<file path="src/rtl/ttt_pkg.sv">
// Shared types for the multichannel tick-tock-token processor: opcodes, FSM states,
// the per-channel record, and the saturating/threshold arithmetic helpers.
package ttt_pkg;
    localparam int NUM_CHANNELS     = 4;
    localparam int CHANNEL_BITS     = $clog2(NUM_CHANNELS);
    localparam int NEW_TOKEN_BITS   = 8;
    localparam int TOKEN_BITS       = 8;
    localparam int DURATION_BITS    = 8;
    localparam int DATA_BITS        = 8;
    localparam int INSTRUCTION_BITS = 4;
    localparam int SUM_BITS         = TOKEN_BITS + NEW_TOKEN_BITS;

    typedef enum logic [INSTRUCTION_BITS-1:0] {
        OP_ADD_GOOD      = 4'b0000,
        OP_ADD_BAD       = 4'b0001,
        OP_SET_GOOD      = 4'b0010,
        OP_GET_GOOD      = 4'b0011,
        OP_SET_BAD       = 4'b0100,
        OP_GET_BAD       = 4'b0101,
        OP_SET_REMAINING = 4'b0110,
        OP_GET_REMAINING = 4'b0111,
        OP_TALLY         = 4'b1000,
        OP_COUNTDOWN     = 4'b1001,
        OP_SET_GOOD_THR  = 4'b1010,
        OP_GET_GOOD_THR  = 4'b1011,
        OP_SET_BAD_THR   = 4'b1100,
        OP_GET_BAD_THR   = 4'b1101,
        OP_SET_DURATION  = 4'b1110,
        OP_GET_DURATION  = 4'b1111
    } op_t;

    typedef enum logic [1:0] {ST_IDLE, ST_SWEEP, ST_EMIT} state_t;

    typedef struct packed {
        logic [TOKEN_BITS-1:0]    good;
        logic [TOKEN_BITS-1:0]    bad;
        logic [DURATION_BITS-1:0] remaining;
        logic [TOKEN_BITS-1:0]    good_thr;
        logic [TOKEN_BITS-1:0]    bad_thr;
        logic [DURATION_BITS-1:0] duration;
    } chan_t;

    // Signed counter plus signed increment, clamped to the counter's range.
    function automatic logic [TOKEN_BITS-1:0] sat_add(input logic [TOKEN_BITS-1:0]     cnt,
                                                      input logic [NEW_TOKEN_BITS-1:0] inc);
        logic signed [SUM_BITS-1:0] sum;
        logic signed [SUM_BITS-1:0] hi;
        logic signed [SUM_BITS-1:0] lo;
        hi  = SUM_BITS'((1 << (TOKEN_BITS - 1)) - 1);
        lo  = ~hi;
        sum = $signed({{NEW_TOKEN_BITS{cnt[TOKEN_BITS-1]}}, cnt})
            + $signed({{TOKEN_BITS{inc[NEW_TOKEN_BITS-1]}}, inc});
        if (sum > hi) begin
            sum = hi;
        end else if (sum < lo) begin
            sum = lo;
        end
        return sum[TOKEN_BITS-1:0];
    endfunction

    // Signed counter against an unsigned threshold.
    function automatic logic ge_thr(input logic [TOKEN_BITS-1:0] cnt,
                                    input logic [TOKEN_BITS-1:0] thr);
        return $signed({cnt[TOKEN_BITS-1], cnt}) >= $signed({1'b0, thr});
    endfunction
endpackage

</file>
<file path="src/rtl/ttt_multichannel_processor_if.sv">
// Host instruction port and event stream of the multichannel processor.
interface ttt_multichannel_processor_if;
    import ttt_pkg::*;

    logic                        instr_valid;
    logic                        instr_ready;
    logic [INSTRUCTION_BITS-1:0] instruction;
    logic [CHANNEL_BITS-1:0]     channel;
    logic [DATA_BITS-1:0]        data_in;
    logic [DATA_BITS-1:0]        data_out;
    logic                        data_valid;
    logic                        event_valid;
    logic                        event_ready;
    logic [CHANNEL_BITS-1:0]     event_channel;
    logic                        event_start;
    logic                        event_stop;
    logic                        busy;

    modport master (
        output instr_valid, instruction, channel, data_in, event_ready,
        input  instr_ready, data_out, data_valid, event_valid, event_channel,
               event_start, event_stop, busy
    );

    modport slave (
        input  instr_valid, instruction, channel, data_in, event_ready,
        output instr_ready, data_out, data_valid, event_valid, event_channel,
               event_start, event_stop, busy
    );
endinterface

</file>
<file path="src/rtl/ttt_channel_update.sv">
// Combinational tally/countdown step for one channel record, flagging start/stop.
module ttt_channel_update
    import ttt_pkg::*;
(
    input  chan_t rec_i,
    input  logic  tally_i,
    output chan_t rec_o,
    output logic  start_o,
    output logic  stop_o
);
    logic is_on;

    always_comb begin
        rec_o   = rec_i;
        start_o = 1'b0;
        stop_o  = 1'b0;
        is_on   = (rec_i.remaining != '0);
        if (tally_i) begin
            if (!is_on && ge_thr(rec_i.good, rec_i.good_thr) && !ge_thr(rec_i.bad, rec_i.bad_thr)) begin
                start_o         = 1'b1;
                stop_o          = (rec_i.duration == '0);
                rec_o.remaining = rec_i.duration;
                rec_o.good      = '0;
                rec_o.bad       = '0;
            end else if (is_on && ge_thr(rec_i.bad, rec_i.bad_thr)) begin
                stop_o          = 1'b1;
                rec_o.remaining = '0;
                rec_o.good      = '0;
                rec_o.bad       = '0;
            end
        end else if (is_on) begin
            rec_o.remaining = rec_i.remaining - DURATION_BITS'(1);
            stop_o          = (rec_i.remaining == DURATION_BITS'(1));
        end
    end
endmodule

</file>
<file path="src/rtl/ttt_multichannel_processor.sv">
// Multichannel token processor: single-cycle per-channel host ops, plus tally/countdown
// sweeps that visit one channel per cycle and park in EMIT until each event is accepted.
module ttt_multichannel_processor
    import ttt_pkg::*;
(
    input  logic clock,
    input  logic reset,
    input  logic enable,
    ttt_multichannel_processor_if.slave bus
);
    localparam logic [CHANNEL_BITS-1:0] LAST_CH = CHANNEL_BITS'(NUM_CHANNELS - 1);

    state_t                  state_q, state_d;
    logic [CHANNEL_BITS-1:0] idx_q, idx_d;
    logic                    tally_q, tally_d;
    chan_t                   ch_q [NUM_CHANNELS];
    chan_t                   ch_d [NUM_CHANNELS];
    logic [DATA_BITS-1:0]    data_out_q, data_out_d;
    logic                    data_valid_q, data_valid_d;
    logic                    ev_vld_q, ev_vld_d;
    logic [CHANNEL_BITS-1:0] ev_ch_q, ev_ch_d;
    logic                    ev_start_q, ev_start_d;
    logic                    ev_stop_q, ev_stop_d;

    op_t   op;
    chan_t cur;
    chan_t upd_in;
    chan_t upd_rec;
    logic  upd_start;
    logic  upd_stop;

    assign upd_in = ch_q[idx_q];

    ttt_channel_update u_update (
        .rec_i   (upd_in),
        .tally_i (tally_q),
        .rec_o   (upd_rec),
        .start_o (upd_start),
        .stop_o  (upd_stop)
    );

    always_comb begin
        state_d      = state_q;
        idx_d        = idx_q;
        tally_d      = tally_q;
        ch_d         = ch_q;
        data_out_d   = data_out_q;
        data_valid_d = 1'b0;
        ev_vld_d     = ev_vld_q;
        ev_ch_d      = ev_ch_q;
        ev_start_d   = ev_start_q;
        ev_stop_d    = ev_stop_q;
        op           = op_t'(bus.instruction);
        cur          = ch_q[bus.channel];
        case (state_q)
            ST_IDLE: begin
                if (bus.instr_valid) begin
                    data_valid_d = 1'b1;
                    case (op)
                        OP_ADD_GOOD: begin
                            cur.good   = sat_add(cur.good, bus.data_in[NEW_TOKEN_BITS-1:0]);
                            data_out_d = DATA_BITS'(cur.good);
                        end
                        OP_ADD_BAD: begin
                            cur.bad    = sat_add(cur.bad, bus.data_in[NEW_TOKEN_BITS-1:0]);
                            data_out_d = DATA_BITS'(cur.bad);
                        end
                        OP_SET_GOOD: begin
                            cur.good   = bus.data_in[TOKEN_BITS-1:0];
                            data_out_d = DATA_BITS'(cur.good);
                        end
                        OP_GET_GOOD:      data_out_d = DATA_BITS'(cur.good);
                        OP_SET_BAD: begin
                            cur.bad    = bus.data_in[TOKEN_BITS-1:0];
                            data_out_d = DATA_BITS'(cur.bad);
                        end
                        OP_GET_BAD:       data_out_d = DATA_BITS'(cur.bad);
                        OP_SET_REMAINING: begin
                            cur.remaining = bus.data_in[DURATION_BITS-1:0];
                            data_out_d    = DATA_BITS'(cur.remaining);
                        end
                        OP_GET_REMAINING: data_out_d = DATA_BITS'(cur.remaining);
                        OP_SET_GOOD_THR: begin
                            cur.good_thr = bus.data_in[TOKEN_BITS-1:0];
                            data_out_d   = DATA_BITS'(cur.good_thr);
                        end
                        OP_GET_GOOD_THR:  data_out_d = DATA_BITS'(cur.good_thr);
                        OP_SET_BAD_THR: begin
                            cur.bad_thr = bus.data_in[TOKEN_BITS-1:0];
                            data_out_d  = DATA_BITS'(cur.bad_thr);
                        end
                        OP_GET_BAD_THR:   data_out_d = DATA_BITS'(cur.bad_thr);
                        OP_SET_DURATION: begin
                            cur.duration = bus.data_in[DURATION_BITS-1:0];
                            data_out_d   = DATA_BITS'(cur.duration);
                        end
                        OP_GET_DURATION:  data_out_d = DATA_BITS'(cur.duration);
                        default: begin
                            data_valid_d = 1'b0;
                            tally_d      = (op == OP_TALLY);
                            idx_d        = '0;
                            state_d      = ST_SWEEP;
                        end
                    endcase
                    ch_d[bus.channel] = cur;
                end
            end
            ST_SWEEP: begin
                ch_d[idx_q] = upd_rec;
                if (upd_start || upd_stop) begin
                    ev_vld_d   = 1'b1;
                    ev_ch_d    = idx_q;
                    ev_start_d = upd_start;
                    ev_stop_d  = upd_stop;
                    state_d    = ST_EMIT;
                end else if (idx_q == LAST_CH) begin
                    state_d = ST_IDLE;
                end else begin
                    idx_d = idx_q + CHANNEL_BITS'(1);
                end
            end
            ST_EMIT: begin
                if (bus.event_ready) begin
                    ev_vld_d = 1'b0;
                    idx_d    = idx_q + CHANNEL_BITS'(1);
                    state_d  = (idx_q == LAST_CH) ? ST_IDLE : ST_SWEEP;
                end
            end
            default: state_d = ST_IDLE;
        endcase
    end

    // enable gates every register, so a frozen cycle leaves the handshakes untouched.
    always_ff @(posedge clock) begin
        if (reset) begin
            state_q      <= ST_IDLE;
            idx_q        <= '0;
            tally_q      <= 1'b0;
            ch_q         <= '{default: '0};
            data_out_q   <= '0;
            data_valid_q <= 1'b0;
            ev_vld_q     <= 1'b0;
            ev_ch_q      <= '0;
            ev_start_q   <= 1'b0;
            ev_stop_q    <= 1'b0;
        end else if (enable) begin
            state_q      <= state_d;
            idx_q        <= idx_d;
            tally_q      <= tally_d;
            ch_q         <= ch_d;
            data_out_q   <= data_out_d;
            data_valid_q <= data_valid_d;
            ev_vld_q     <= ev_vld_d;
            ev_ch_q      <= ev_ch_d;
            ev_start_q   <= ev_start_d;
            ev_stop_q    <= ev_stop_d;
        end
    end

    assign bus.instr_ready   = (state_q == ST_IDLE);
    assign bus.busy          = (state_q != ST_IDLE);
    assign bus.data_out      = data_out_q;
    assign bus.data_valid    = data_valid_q;
    assign bus.event_valid   = ev_vld_q;
    assign bus.event_channel = ev_ch_q;
    assign bus.event_start   = ev_start_q;
    assign bus.event_stop    = ev_stop_q;
endmodule

</file>
<file path="src/flat_wrapper.sv">
// flat-port wrapper written by rule: the top's interface ports become plain ports
module ttt_multichannel_processor_flat import ttt_pkg::*;
  (clock, reset, enable, bus_instr_valid, bus_instruction, bus_channel, bus_data_in, bus_event_ready, bus_instr_ready, bus_data_out, bus_data_valid, bus_event_valid, bus_event_channel, bus_event_start, bus_event_stop, bus_busy);
  ttt_multichannel_processor_if bus_i ();
  input  logic clock;
  input  logic reset;
  input  logic enable;
  input wire logic [$bits(bus_i.instr_valid)-1:0] bus_instr_valid;
  input wire logic [$bits(bus_i.instruction)-1:0] bus_instruction;
  input wire logic [$bits(bus_i.channel)-1:0] bus_channel;
  input wire logic [$bits(bus_i.data_in)-1:0] bus_data_in;
  input wire logic [$bits(bus_i.event_ready)-1:0] bus_event_ready;
  output wire logic [$bits(bus_i.instr_ready)-1:0] bus_instr_ready;
  output wire logic [$bits(bus_i.data_out)-1:0] bus_data_out;
  output wire logic [$bits(bus_i.data_valid)-1:0] bus_data_valid;
  output wire logic [$bits(bus_i.event_valid)-1:0] bus_event_valid;
  output wire logic [$bits(bus_i.event_channel)-1:0] bus_event_channel;
  output wire logic [$bits(bus_i.event_start)-1:0] bus_event_start;
  output wire logic [$bits(bus_i.event_stop)-1:0] bus_event_stop;
  output wire logic [$bits(bus_i.busy)-1:0] bus_busy;
  assign bus_i.instr_valid = bus_instr_valid;
  assign bus_i.instruction = bus_instruction;
  assign bus_i.channel = bus_channel;
  assign bus_i.data_in = bus_data_in;
  assign bus_i.event_ready = bus_event_ready;
  assign bus_instr_ready = bus_i.instr_ready;
  assign bus_data_out = bus_i.data_out;
  assign bus_data_valid = bus_i.data_valid;
  assign bus_event_valid = bus_i.event_valid;
  assign bus_event_channel = bus_i.event_channel;
  assign bus_event_start = bus_i.event_start;
  assign bus_event_stop = bus_i.event_stop;
  assign bus_busy = bus_i.busy;
  ttt_multichannel_processor u_core (.clock(clock), .reset(reset), .enable(enable), .bus(bus_i));
endmodule
</file>
<file path="config.mk">
export PLATFORM = sky130hd
export DESIGN_NAME = ttt_multichannel_processor_flat
export DESIGN_NICKNAME = d
export VERILOG_FILES = /design/src/rtl/ttt_pkg.sv /design/src/rtl/ttt_multichannel_processor_if.sv /design/src/rtl/ttt_channel_update.sv /design/src/rtl/ttt_multichannel_processor.sv /design/src/flat_wrapper.sv
export SDC_FILE = /design/constraint.sdc
export NUM_CORES = 1
export LEC_CHECK = 0
export ABC_AREA = 1
export CAP_MARGIN = 25
export CELL_PAD_IN_SITES_DETAIL_PLACEMENT = 0
export CELL_PAD_IN_SITES_GLOBAL_PLACEMENT = 2
export CORE_MARGIN = 4
export CORE_UTILIZATION = 37
export CTS_CLUSTER_DIAMETER = 60
export DETAILED_ROUTE_END_ITERATION = 8
export PLACE_DENSITY_LB_ADDON = 0.15
export SYNTH_ARGS = -nofsm -noshare
export SYNTH_HDL_FRONTEND = slang
export SYNTH_SLANG_ARGS = --single-unit
</file>
<file path="constraint.sdc">
create_clock -name clock -period 6.79 [get_ports clock]
set_input_delay 1.0185 -clock clock [delete_from_list [all_inputs] [get_ports clock]]
set_output_delay 1.0185 -clock clock [all_outputs]
set_load 0.02 [all_outputs]
</file>
* Word-level counts from Yosys, hierarchy flattened
Index checks and enable logic that the tools add are counted.
** Cells by class
- Equal/unequal tests :: 25
- Shifts and indexed selects :: 0
- Mux-type cells :: 67
- Multiply operators :: 0
- Divide/modulo/power cells :: 0
- Add/subtract/negate cells :: 4
- Order comparisons :: 10
- Reduce and logical (&&, ||, !) cells :: 26
- Bitwise logic cells :: 3
** Operator list (number)
- $bwmux W192 :: 2
- $pmux W192 S2 :: 1
- $mux W48 :: 6
- $bmux W48 S2 :: 2
- $demux W48 S2 :: 2
- $mux W192 :: 1
- $mux W8 :: 22
- $pmux W8 S9 :: 1
- $mux W24 :: 2
- $pmux W8 S2 :: 2
- $eq A4 B4 Y1 const B :: 7
- $mux W2 :: 10
- $add A8 B8 Y9 :: 2
- $ge A8 B9 Y1 :: 2
- $gt A9 B8 Y1 const B :: 2
- $lt A9 B8 Y1 const B :: 2
- $eq A4 B3 Y1 const B :: 4
- $mux W16 :: 1
- $reduce_or A14 Y1 :: 1
- $mux W1 :: 12
- $pmux W2 S3 :: 2
- $reduce_and A4 Y1 :: 3
- $ne A2 B2 Y1 const B :: 5
- $reduce_bool A9 Y1 :: 1
- other kinds (27) :: 40
** Storage, ports and cells
- Memories kept :: 0
- Output and inout bits :: 16
- Bits in latches :: 0
- Bits of input ports :: 19
- Flip-flop bits (word level) :: 211
- RAM bits :: 0
- Bits in read-only memories :: 0

* Logic depth before layout (Yosys ltp)
Gate-level depths: netlist of run 1.
- Word-level depth :: 14
- Gate-level depth with buffers :: 28

* Cells and area by module
From an unflattened synthesis of run 1, not the netlist that was laid out.
** Unflattened totals
- Cells, all modules :: 2451
- Area total of the unflattened synthesis :: 15110.7 µm²
** Modules (own cells, without submodules)
- ttt_multichannel_processor :: times used 1, sequential area each 4224.1 µm², cells each 2220, area each 13756.9 µm²
- ttt_channel_update :: times used 1, sequential area each 0.0 µm², cells each 231, area each 1353.8 µm²

* Worst setup path after synthesis of run 1
OpenSTA, ideal clock, no wires.
- Kind :: input to register
- Start :: input bus_channel[0]
- End :: register u_core.ch_q[42] in the netlist's numbering
- Data arrival time :: 3649 ps
- Required time :: 6681 ps
- Buffers on the path :: 2
- Path slack :: 3032 ps
- Library setup time :: 109 ps
- Stages on the path :: 18
- Cells stage by stage :: nor2_1 > clkbuf_1 > a22oi_1 > o221ai_1 > ha_1 > a21oi_1 > nor2_1 > a211oi_1 > nand2_1 > xor2_1 > inv_1 > nand2_1 > clkbuf_1 > nand3_1 > nand3_1 > nand3_1 > nand2_1 > inv_1
** On the way
- Word-level cells in the longest chain between the ends :: 14
- Elaborated cells between the ends (all ways) :: 20
- Classes of those cells :: add/sub (1); order compare (4); mux (13); bitwise (1); reduce/logical (1)
** RTL lines
- start, declared :: line flat_wrapper.sv:10 : input wire logic [$bits(bus_i.channel)-1:0] bus_channel;
- $not A2 Y3 (not written as such) (*) :: line ttt_multichannel_processor.sv:54, ttt_multichannel_processor.sv:105
- $bmux W48 S2 :: line ttt_multichannel_processor.sv:54 : cur = ch_q[bus.channel];
- $mux W48 (not written as such) (2 in a row) :: line ttt_multichannel_processor.sv:54
- $add A8 B8 Y9 :: line ttt_pkg.sv:52 : + $signed({{TOKEN_BITS{inc[NEW_TOKEN_BITS-1]}}, inc});
- $lt A9 B8 Y1 :: line ttt_pkg.sv:55 : end else if (sum < lo) begin
- $mux W8 :: line ttt_pkg.sv:55
- $mux W8 :: line ttt_pkg.sv:53 : if (sum > hi) begin
- $pmux W8 S2 :: line ttt_multichannel_processor.sv:59 : case (op)
- $mux W8 :: line ttt_multichannel_processor.sv:57 : if (bus.instr_valid) begin
- $mux W8 :: line ttt_multichannel_processor.sv:55 : case (state_q)
- $bwmux W192 (*) :: line ttt_multichannel_processor.sv:105 : ch_d[bus.channel] = cur;
- $mux W192 (*) :: line ttt_multichannel_processor.sv:57
- $pmux W192 S2 (*) :: line ttt_multichannel_processor.sv:55
- end signal, assigned :: line ttt_multichannel_processor.sv:150 : ch_q <= ch_d;
- end, declared :: line ttt_multichannel_processor.sv:16 : chan_t ch_q [NUM_CHANNELS];
Mark *: on every way between the ends. The rest lies on a longest branch, timed or not. The select of a mux whose other input is x is not followed.
A chain may end at the register's enable or synchronous reset.

* Worst setup path after layout of run 1
- Start :: input bus_channel[1]
- End :: register u_core.ch_q[177] in the netlist's numbering
The elaborated chain is that of the path after synthesis.

==> metrics.md, run 1 <==
| Metric | Value |
|---|---|
| Largest net degree at the start of global routing | 87 |
| CTS tree | done |
| Via/cell ratio | 5.82 |
| Placed Cells | 2872 |
| Switching fraction of total power | 32.3% |
| Starting Density | 37.4% |
| CP max-delay cell | clkdlybuf4s50_1 |
| Top cells by area, synth | dfxtp_1, nand2_1, o21ai_0, inv_1, a21oi_1 |
| Global-route wire length before repair | 103000 µm |
| # DRC | 0 |
| Leading area contributor after synthesis | dfxtp_1 |
| Drt first pass iters | 5 |
| Internal Power | 2.41 mW |
| Nets@finish | 2447 |
| CTS clk-pin slew, worst paths | 0.05 ns |
| Ys flop type | dfxtp_1 |
| Critical Path Source | bus_channel[1] |
| PwrDens | 214 nW/µm² |
| Core Util, Final | 41.9% |
| PostCTS Resize Cnt | 0 |
| Clock root buffer | clkbuf_16 |
| Hold Slack | 0.465 ns |
| Skew-Pair Late Insertion Delay | 0.59 ns |
| Startpoint Class | input port |
| Static Leakage | 6.61 nW |
| Clock Skew | 0.0148 ns |
| Post CTS Setup Buffer Count | 0 |
| Post-Syn Area | 14900 µm² |
| Period utilization | 69.1% |
| Crit-path cells | clkdlybuf4s50_1, inv_1, nor2_4, inv_1, o221ai_1, ha_1, fa_1, nand3_1, nand2_1, nand3_1, nand2_1, nand2_1, a21boi_1, inv_1, a21boi_1, nand2_1, nand2_1, nand2_1, nor2_1, o21ai_0, inv_1 |
| IO Count | 35 |
| Vias in the first global route | 15.7k |
| Minimum clock period | 4.69 ns |
| GRT Overall Usage | 30.6% |
| Critical path class | in2reg |
| HPWL Detailed | 43800 µm |
| FF-to-FF End | u_core.ch_q[44]$_SDFFE_PP0P_ |
| Clk sinks | 211 |
| Die Y | 208 µm |
| Max VDD drop | 189 µV |
| Wirelength per Cell | 23.8 µm |
| Max stage delay on crit path | 0.62 ns |
| Placer congestion estimate | 0.975 |
| Average size of a mapped cell | 6.11 µm² |
| Detail Route Antenna Nets | 0 |
| Area Growth Syn to Fin | 12.0% |
| Crit Reg-Reg Startpoint | u_core.idx_q[0]$_SDFFE_PP0P_ |
| Number of synthesized flops with an enable pin | 0 |
| Antenna violations before repair | 2 |
| Top cell type's share of synthesized area | 28.4% |
| Seq/Total Area, Yosys | 28.4% |
| Worst Min Path Start | u_core.bus.data_valid$_SDFFE_PP0P_ |
| Total Neg Setup Slack | 0 ns |
| Power, Total | 3.56 mW |
| RSZ-0062 raised after global routing | no |
| Max-slew violation count | 0 |
| FFs w/ async S/R, synth | 0% |
| Count of final hold-check violations | 0 |
| Worst Hold Depth | 2 |
| Finished Layout Cells | 2930 |
| N_diodes | 0 |
| Mapped Nets | 2498 |
| R2R depth | 20 |
| Final Setup Violations | 0 |
| Die width | 208 µm |
| Switch Pwr | 1.15 mW |
| Hold endpoint | u_core.bus.data_valid$_SDFFE_PP0P_ |
| Fmax achieved | 0.213 GHz |
| CP endpoint kind | flop |
| Sequential share of power | 37.2% |
| Unique masters post-synth | 49 |
| Outcome | completed |
| Full die area | 43400 µm² |
| Cells after Synth | 2432 |
| Most frequent CP cell | nand2_1 |
| Clock Path Buffers | 3 |
| Required @ worst endpoint | 7.31 ns |
| Power share of the combinational group | 17.9% |
| CP Max Fanout | 10 |
| Yosys Warn Count | 0 |
| Maximum capacitance violations | 0 |
| Share of post-route cells with drive strength above 1 | 6.07% |
| Rows | 73 |
| Reg2reg setup slack | 2.40 ns |
| I/O Buffers | 34 |
| Clk pwr share | 44.9% |
| Worst EP arrival | 5.21 ns |
| HP Class | reg2reg |
| Synth Register Bits | 211 |
| Vias post-DR | 17.1k |
| Cts hold-fix bufs | 0 |
| Slew margin rel. | 29.7% |
| Core ar. | 39700 µm² |
| Starting DRC count in detailed routing | 1967 |
| Num CTS Buffers | 31 |
| Worst-Margin Slew | 1.05 ns |
| Gr ovfl total | 0 |
| Total wire length | 69700 µm |
| H-tree depth | 1 |
==> state kept, by name, summed over array words and instances, names as in the netlist <==
| signal | cells |
|---|---|
| u_core.ch_q | 192 |
| u_core.tally_q | 1 |
| u_core.bus.event_valid | 1 |
| u_core.bus.event_channel | 2 |
| u_core.state_q | 2 |
| u_core.idx_q | 2 |
| u_core.bus.data_out | 8 |
| u_core.bus.event_start | 1 |
| u_core.bus.event_stop | 1 |
| u_core.bus.data_valid | 1 |
==> layout by cell type (no fill, tap or decap), types with 40 or more instances in the layout <==
cell type / n
nand2_1: 672
nor2_1: 142
a21oi_1: 161
a22oi_1: 40
inv_1: 241
o21ai_0: 291
ha_1: 45
nand3_1: 158
a31oi_1: 117
dfxtp_1: 209
==> critical path, delay by kind of cell <==
| family | cells | cell delay [ns] |
|---|---|---|
| buf+inv | 5 | 1.31 |
| fa+ha+maj | 2 | 0.51 |
| compound gates | 4 | 1.10 |
| simple gates | 10 | 1.25 |
==> final cells by class <==
class,instances,area (µm²)
clock inverter,15,143
fill,4299,23100
sequential,211,4230
inverter,253,953
clock buffer,42,847
tap,525,657
multi-input combinational,1814,9160
timing repair buffer,70,663
==> cells in the mapped netlist (15+ instances only) <==
master and instances:
nand2_1 672, o21ai_0 291, inv_1 243, dfxtp_1 211, a21oi_1 165, nand3_1 158
nor2_1 149, a31oi_1 117, clkbuf_1 115, ha_1 45, a22oi_1 40, o211ai_1 23
buf_2 21, o21ai_1 18, xor2_1 15
==> cells by family (layout without fill, tap and decap cells) <==
kind of cell	after synthesis	after routing	synth area share, %
fa+ha+maj	47	47	4.06
compound gates	706	706	26.9
flops	211	211	28.4
buf+inv	407	380	10.6
simple gates	1041	1041	28.8
xor+xnor	19	19	1.12
mux	1	1	0.0673
==> power by group through the flow <==
stage | clock network, mW | logic (mW) | registers [mW]
after floorplan | 0 | 0.391 | 1.34
after global placement | 0 | 0.620 | 1.35
after detailed placement | 0 | 0.619 | 1.35
after CTS | 1.62 | 0.622 | 1.32
after global routing | 1.68 | 0.690 | 1.33
final | 1.60 | 0.637 | 1.32
==> how the worst max path moves through the flow <==
stage / to / cells past startpoint
final: u_core.ch_q[177]$_SDFFE_PP0P_ / 21
after global routing: u_core.ch_q[83]$_SDFFE_PP0P_ / 21
after detailed placement: u_core.ch_q[129]$_SDFFE_PP0P_ / 21
after CTS: u_core.ch_q[177]$_SDFFE_PP0P_ / 21
after floorplan: u_core.ch_q[42]$_SDFFE_PP0P_ / 18
after global placement: u_core.ch_q[188]$_SDFFE_PP0P_ / 18
==> routing by layer <==
| layer | share of wire (%) | GRT usage [%] |
|---|---|---|
| met5 | 0.024 | 0 |
| met4 | 3.3 | 9.24 |
| met3 | 8.2 | 3.83 |
| met2 | 45 | 49.2 |
| met1 | 44 | 43.1 |
==> per-stage QoR <==
| step | cell area (µm²) | worst slack [ns] |
|---|---|---|
| after global placement | 15600 | 1.68 |
| after floorplan | 14900 | 3.03 |
| after detailed placement | 15600 | 1.58 |
| final | 16600 | 2.10 |
| after global routing | 16600 | 1.80 |
| after CTS | 16600 | 2.17 |
Power figures use the tool's default switching activity.
==> run 2, diff against run 1 <==
CORE_UTILIZATION = 31   (was 37)
clock period = 3.85 ns   (was 6.79 ns; I/O delays follow)
==> metrics.md, run 2 (synthesis results as in run 1) <==
| Metric | Value |
|---|---|
| Crit Reg-Reg Startpoint | u_core.idx_q[0]$_SDFFE_PP0P_ |
| GRT Overall Usage | 27.7% (-2.9 points) |
| Internal Power | 4.88 mW (+100%) |
| Starting Density | 31.7% (-5.8 points) |
| Period utilization | 92.9% |
| Clk pwr share | 48.6% (+3.7 points) |
| Critical Path Source | u_core.idx_q[0]$_SDFFE_PP0P_ |
| Gr ovfl total | 0 (unchanged) |
| Total wire length | 72900 µm (+4.6%) |
| CTS clk-pin slew, worst paths | 0.06 ns (about the same) |
| Largest register FFs | 192 (unchanged) |
| Cts hold-fix bufs | 0 (unchanged) |
| Rows | 79 (+8.2%) |
| Slew margin rel. | 33.8% (+4.1 points) |
| Design Area, Final | 18000 µm² (+8.1%) |
| Worst EP arrival | 4.06 ns (-1.15 ns) |
| Global-route wire length before repair | 108000 µm (+4.2%) |
| Crit-path cells | inv_2, buf_12, nand2_1, nand3_1, nand2_1, ha_1, nand2_1, nor2_1, nand3_1, o21ai_0, nor2_1, buf_4, nor2_4, buf_4, nand3_2, o221ai_1, a21oi_1, nor2_1 |
| PwrDens | 391 nW/µm² (+83%) |
| Clk sinks | 211 (unchanged) |
| Placed Cells | 3074 (+7.0%) |
| Fillers | 5129 (+19%) |
| Nets@finish | 2570 (+5.0%) |
| Final Setup Violations | 0 (unchanged) |
| Max-slew violation count | 0 (unchanged) |
| Sequential share of power | 33.2% (-4.0 points) |
| Die Y | 227 µm (+8.9%) |
| Area of the multi-input gates | 9170 µm² (+0.15%) |
| Area Growth Syn to Fin | 21.1% |
| HP Class | reg2reg |
| Count of final hold-check violations | 0 (unchanged) |
| Post-DP Area | 16800 µm² (+7.2%) |
| Largest Register | u_core.ch_q |
| Share of post-route cells with drive strength above 1 | 11.0% (+4.9 points) |
| Startpoint Class | flop |
| HPWL Detailed | 49300 µm (+13%) |
| Worst-Margin Slew | 0.993 ns (-0.0582 ns) |
| Max stage delay on crit path | 0.47 ns (-0.15 ns) |
| Top delay family on crit path | simple AND/OR/NAND/NOR gates |
| Outcome | completed |
| Critical path class | reg2reg |
| Clock Path Buffers | 3 (unchanged) |
| Worst Min Path Start | u_core.bus.event_start$_SDFFE_PP0P_ |
| Seq. cell area | 4230 µm² (unchanged) |
| Finished Layout Cells | 3134 (+7.0%) |
| Detail Route Antenna Nets | 0 (unchanged) |
| Skew-Pair Late Insertion Delay | 0.55 ns (-0.04 ns) |
| Core Util, Final | 38.3% (-3.6 points) |
| Placer congestion estimate | 0.957 (-1.9%) |
| CP endpoint kind | flop |
| Clock root buffer | clkbuf_16 |
| Most frequent cells in the layout | nand2_1, o21ai_0, inv_1 |
| Required @ worst endpoint | 4.33 ns (-2.98 ns) |
| Starting DRC count in detailed routing | 1855 (-5.7%) |
| Power, Total | 7.03 mW (+98%) |
| I/O Buffers | 34 (unchanged) |
| CP Max Fanout | 19 (+9) |
| Antenna violations before repair | 2 (unchanged) |
| Maximum capacitance violations | 0 (unchanged) |
| Vias post-DR | 17.4k (+2.0%) |
| # DRC | 0 (unchanged) |
| Drt first pass iters | 6 (+1) |
| Largest net degree at the start of global routing | 92 (+5.7%) |
| Power share of the combinational group | 18.3% (+0.4 points) |
| N_diodes | 0 (unchanged) |
| RSZ-0062 raised after global routing | no |
| H-tree depth | 2 (+1) |
| Via/cell ratio | 5.55 (-4.6%) |
| Static Leakage | 7.37 nW (+11%) |
| Vias in the first global route | 16.3k (+4.0%) |
| Wirelength per Cell | 23.3 µm (-2.2%) |
| Switching fraction of total power | 30.6% (-1.7 points) |
| Num CTS Buffers | 34 (+9.7%) |
| Core ar. | 47000 µm² (+18%) |
| CTS tree | done |
| Bufs and invs on worst path | 4 (-1) |
| Minimum clock period | 3.58 ns |
| Max VDD drop | 227 µV (+20%) |
| Clock Skew | 0.0219 ns (+0.00708 ns) |
| Total Neg Setup Slack | 0 ns (unchanged) |
| Commonest non-fill, non-tap cell in the layout | nand2_1 |
| Die width | 227 µm (+8.9%) |
| CP max-delay cell | o221ai_1 |
| Switch Pwr | 2.15 mW (+87%) |
| Fmax achieved | 0.279 GHz |
| IO Count | 35 (unchanged) |
| Full die area | 51500 µm² (+19%) |
run 2: changes by cell type in the layout (fill, tap and decap cells not counted), sizes merged:
cell           previous run  this run
buf                      37       157
bufinv                    2         6
clkinvlp                  4         2
clkbuf                   42        43
clkdlybuf4s50            33        32
clkinv                   11        10
dlymetal6s2s              0         1
run 2: metal layers:
layer,up-vias,GRT usage [%],routed length [µm]
met4,0,8.96,2500
met3,151,4.14,5650
li1,8325,-,-
met5,-,0,0
met2,743,44.2,32200
met1,8185,38.7,32600
run 2: worst paths after layout:
check	to	slack, ns	cells past startpoint
max	u_core.ch_q[75]$_SDFFE_PP0P_	0.27	18
min	u_core.bus.event_start$_SDFFE_PP0P_	0.46	2
max reg2reg	u_core.ch_q[75]$_SDFFE_PP0P_	0.27	18
min reg2reg	u_core.bus.event_start$_SDFFE_PP0P_	0.46	2
run 2: tightest hold or removal path, cell delays in order, from the launching register on:
cell,delay (ns)
dfxtp_1,0.31
nand2_1,0.06
a21oi_1,0.05
run 2: cell type report:
class                           count  share of cell area (%)
Clock inverter                     16                    1.39
Tap cell                          607                    4.22
Multi-Input combinational cell   1814                    50.9
Clock buffer                       43                    5.37
Sequential cell                   211                    23.5
Timing Repair Buffer              190                    9.29
Inverter                          253                    5.30
run 2: power by group through the flow:
| stage | sequential, mW | clock (mW) | combinational (mW) |
|---|---|---|---|
| final | 2.33 | 3.41 | 1.28 |
| after global placement | 2.37 | 0 | 1.26 |
| after global routing | 2.34 | 3.55 | 1.39 |
| after CTS | 2.33 | 3.48 | 1.26 |
| after floorplan | 2.36 | 0 | 0.689 |
| after detailed placement | 2.38 | 0 | 1.26 |
run 2: through the flow:
step	worst slack, ns	hold slack (ns)
finish	0.272	0.461
global route	0.0526	0.479
CTS	0.146	0.462
detailed placement	-0.402	0.453
global placement	-0.418	0.449
floorplan	0.533	0.473
run 2: timing repair:
action,4_1_cts,5_1_grt
setup endpoints to repair,0,57
gates resized for setup,0,6
setup buffers,0,1
